## src/rtl/debounce_sync.sv

```systemverilog
// debounce_sync: two-flop synchronizer plus counting debouncer.
// Produces a registered level, its complement and edge pulses.
module debounce_sync #(
  parameter int DEBOUNCE_CYCLES = 4
) (
  input  logic clk,
  input  logic reset,
  input  logic d,
  output logic q,
  output logic q_bar,
  output logic rise,
  output logic fall
);

  localparam int CW = $clog2(DEBOUNCE_CYCLES + 1);
  localparam logic [CW-1:0] CNT_LAST = CW'(DEBOUNCE_CYCLES - 1);
  localparam logic [CW-1:0] CNT_ONE  = CW'(1);

  typedef enum logic [1:0] {
    STABLE_LO,
    WAIT_HI,
    STABLE_HI,
    WAIT_LO
  } state_t;

  logic          sync1_q;
  logic          sync2_q;
  logic          d_sync;
  state_t        state_q, state_d;
  logic [CW-1:0] cnt_q, cnt_d;
  logic          q_q, q_d;
  logic          q_bar_q, q_bar_d;
  logic          rise_q, rise_d;
  logic          fall_q, fall_d;

  assign d_sync = sync2_q;

  // Next-state logic: count agreeing samples, restart on any reversal.
  always_comb begin
    state_d = state_q;
    cnt_d   = '0;
    q_d     = q_q;
    rise_d  = 1'b0;
    fall_d  = 1'b0;
    unique case (state_q)
      STABLE_LO: begin
        if (d_sync) begin
          state_d = WAIT_HI;
          cnt_d   = CNT_ONE;
        end
      end
      WAIT_HI: begin
        if (!d_sync) begin
          state_d = STABLE_LO;
        end else if (cnt_q == CNT_LAST) begin
          state_d = STABLE_HI;
          q_d     = 1'b1;
          rise_d  = 1'b1;
        end else begin
          cnt_d = cnt_q + CNT_ONE;
        end
      end
      STABLE_HI: begin
        if (!d_sync) begin
          state_d = WAIT_LO;
          cnt_d   = CNT_ONE;
        end
      end
      WAIT_LO: begin
        if (d_sync) begin
          state_d = STABLE_HI;
        end else if (cnt_q == CNT_LAST) begin
          state_d = STABLE_LO;
          q_d     = 1'b0;
          fall_d  = 1'b1;
        end else begin
          cnt_d = cnt_q + CNT_ONE;
        end
      end
      default: begin
        state_d = STABLE_LO;
        q_d     = 1'b0;
      end
    endcase
    q_bar_d = ~q_d;
  end

  // Synchronizer, FSM state and registered outputs; reset wins.
  always_ff @(posedge clk) begin
    if (reset) begin
      sync1_q <= 1'b0;
      sync2_q <= 1'b0;
      state_q <= STABLE_LO;
      cnt_q   <= '0;
      q_q     <= 1'b0;
      q_bar_q <= 1'b1;
      rise_q  <= 1'b0;
      fall_q  <= 1'b0;
    end else begin
      sync1_q <= d;
      sync2_q <= sync1_q;
      state_q <= state_d;
      cnt_q   <= cnt_d;
      q_q     <= q_d;
      q_bar_q <= q_bar_d;
      rise_q  <= rise_d;
      fall_q  <= fall_d;
    end
  end

  assign q     = q_q;
  assign q_bar = q_bar_q;
  assign rise  = rise_q;
  assign fall  = fall_q;

endmodule

```

## config.mk

```make
export PLATFORM = sky130hd
export DESIGN_NAME = debounce_sync
export DESIGN_NICKNAME = d
export VERILOG_FILES = /design/src/rtl/debounce_sync.sv
export SDC_FILE = /design/constraint.sdc
export NUM_CORES = 1
export LEC_CHECK = 0
export ABC_AREA = 1
export BUFFER_PORTS_ARGS = -buffer_cell sky130_fd_sc_hd__buf_2
export CAP_MARGIN = 20
export CELL_PAD_IN_SITES_DETAIL_PLACEMENT = 1
export CELL_PAD_IN_SITES_GLOBAL_PLACEMENT = 1
export CORE_MARGIN = 1.5
export CORE_UTILIZATION = 33
export CTS_CLUSTER_DIAMETER = 80
export CTS_CLUSTER_SIZE = 8
export DETAILED_ROUTE_END_ITERATION = 8
export GPL_TIMING_DRIVEN = 0
export PLACE_DENSITY = 0.72
export SLEW_MARGIN = 20
export SYNTH_ARGS = -nofsm -noshare
export SYNTH_HDL_FRONTEND = slang
export SYNTH_SLANG_ARGS = --single-unit
```

## constraint.sdc

```tcl
create_clock -name clk -period 1.12 [get_ports clk]
set_input_delay 0.224 -clock clk [delete_from_list [all_inputs] [get_ports clk]]
set_output_delay 0.224 -clock clk [all_outputs]
set_load 0.005 [all_outputs]
```

==> metrics.txt <==
status finished clean; Setup Slack @ Placement -57.3 ps; number of max-cap violations 0; P&R area growth vs syn 23.8%; CP required 1290 ps; Starting DRT DRC Count 0; slew margin rel. 83.3%; mapped cell area 437 um^2; Critical path origin cnt_q[0]$_SDFF_PP0_; die area 1550 um^2; gpl congestion 0.689; Clk Tree Root Cell clkbuf_4; Placed Cells 68; critical path type flop to flop; initial antenna violation count 0; Num Clock Sinks 11; crit path time final 1080 ps; number of distinct library cells after synthesis 16; post-synthesis sequential area ratio 50.4%; fin crit share 96.6%; Avg WL per Cell 10.8 um; RSZ-0062 raised after global routing true; Final #Nets 64; total number of vias 332; DR pass1 iterations 1; yosys warns 0; fill count 144; grt total ovfl 0; Bufs on Longest Clock Path 2; vias in the first global route 299; startpoint types flop; Post-Syn Nets 52; Die X-Extent 39.4 um; final worst slack 38.6 ps; Final Setup Violations 0; cell row count 12; Worst setup EP type flop; CTS tree yes; Worst Reg2Reg Path Length in Cells 6; largest net degree at the start of global routing 8; worst-path fanout max 4; H-tree depth 1; reg-to-reg startpoint cnt_q[0]$_SDFF_PP0_; I/O pins 7; final core utilization 46.2%; Remaining DRCs 0; ANT nets after route 0; n_diodes 0; Slew Limit Fails 0; Power Dens Cells 1320 nW/um^2; Leakage Power 0.000230 uW; Synth Instances 48; Final Power 713 uW; worst hold path class input pin to flop; f_max 925 MHz; Skew-Pair Late Insertion Delay 260 ps; Detailed Place HPWL 591 um; maximum VDD drop 0.516 mV; flops & latches, synth 11; core outline area 1170 um^2; clock skew 3.73 ps; worst slew pin tran 247 ps; first-pass GRT wire length 1.21 mm; Post-Route WL 787 um; share of layout cells above drive strength 1 44.1%; mean area per synthesized cell 9.10 um^2; CP arrival 1250 ps; final hold vios 0; Inserted Clock Buffers 3; clock slew at reported path FFs 70 ps; r2r setup slk 40 ps; vias per cell 4.55; final std cells w/o fill 73; Initial Util 37.3%; Die Ht 39.4 um; all-layer global routing usage 14.0%; port buffer count 6
worst max-delay path: stages (launching register included):
cell and delay (ps):
dfxtp_2 350, ha_4 140, inv_2 50, nor2_8 100, nand4_1 120, a21oi_2 180
inv_2 30
cell usage in the layout, fill, tap and decap left out:
| cell type | Yosys | routed |
|---|---|---|
| o211ai_1 | 2 | 2 |
| nand2_4 | 1 | 2 |
| inv_1 | 7 | 7 |
| nand4_1 | 1 | 1 |
| clkbuf_4 | 0 | 3 |
| nor2_8 | 1 | 1 |
| dfxtp_2 | 0 | 2 |
| o21ai_0 | 1 | 1 |
| buf_2 | 0 | 6 |
| nor2_1 | 6 | 6 |
| inv_2 | 5 | 5 |
| nor3_4 | 1 | 1 |
| a21oi_1 | 1 | 1 |
| nand2_1 | 4 | 3 |
| ha_4 | 0 | 1 |
| nand2_2 | 2 | 2 |
| dfxtp_1 | 11 | 9 |
| clkbuf_1 | 0 | 1 |
| nor4_1 | 2 | 2 |
| a21oi_2 | 2 | 2 |
| buf_4 | 0 | 1 |
cells in the mapped netlist:
cell	count	area, um^2
a21oi_2	2	17.5
a21oi_1	1	5.00
nand4_1	1	6.26
nand2_2	2	12.5
o21ai_0	1	5.00
nor3_4	1	16.3
nor4_1	2	12.5
nand2_4	1	11.3
inv_2	5	18.8
nor2_1	6	22.5
o211ai_1	2	15.0
ha_1	1	12.5
dfxtp_1	11	220
nor2_8	1	20.0
inv_1	7	26.3
nand2_1	4	15.0
area by class of cell:
| type | count | area [um^2] | share of cell area (%) |
|---|---|---|---|
| Inverter | 12 | 45.0 | 8.33 |
| Clock buffer | 4 | 26.3 | 4.86 |
| Timing Repair Buffer | 7 | 37.5 | 6.94 |
| Tap cell | 14 | 17.5 | 3.24 |
| Multi-Input combinational cell | 25 | 191 | 35.4 |
| Sequential cell | 11 | 223 | 41.2 |
how the worst min path moves through the flow:
stage,from,to,slack [ps],cells after the start
detailed placement,sync1_q$_SDFF_PP0_,d_sync$_SDFF_PP0_,400,2
CTS,d,sync1_q$_SDFF_PP0_,150,3
finish,d,sync1_q$_SDFF_PP0_,160,3
global placement,sync1_q$_SDFF_PP0_,d_sync$_SDFF_PP0_,400,2
global route,d,sync1_q$_SDFF_PP0_,160,3
floorplan,reset,sync1_q$_SDFF_PP0_,300,1
timing repair:
action	4_1_cts	5_1_grt
gates resized for setup	4	2
pin swaps	2	2
setup buffers	1	0
cloned	0	0
hold buffers	0	0
setup endpoints to repair	2	3
per-stage QoR:
stage	hold WS (ps)	instance area [um^2]	TNS (ps)
2_1_floorplan	295	437	0
3_3_place_gp	400	484	-53.2
3_5_place_dp	403	484	-68.7
4_1_cts	152	533	0
5_1_grt	164	541	-37.7
6_report	159	541	0
where the power goes:
part	switching (uW)	internal, uW	total [uW]
registers	9.79	400	410
clock network	127	138	265
logic	23.5	14.3	37.8
metal layers:
metal / share of wire (%) / wire [um] / global-route usage (%)
met2: 51 / 403 / 20.8
met3: 4.1 / 32 / 6.82
met4: 4.3 / 34 / 15.5
met5: 0 / 0 / 0
met1: 40 / 317 / 13.0
kinds of logic after synthesis:
family	after synthesis	share of synthesized area, %
simple gates	18	26.6
compound gates	6	9.74
flops	11	50.4
buf+inv	12	10.3
fa+ha+maj	1	2.86
No activity file was read; power rests on OpenSTA's default activity.
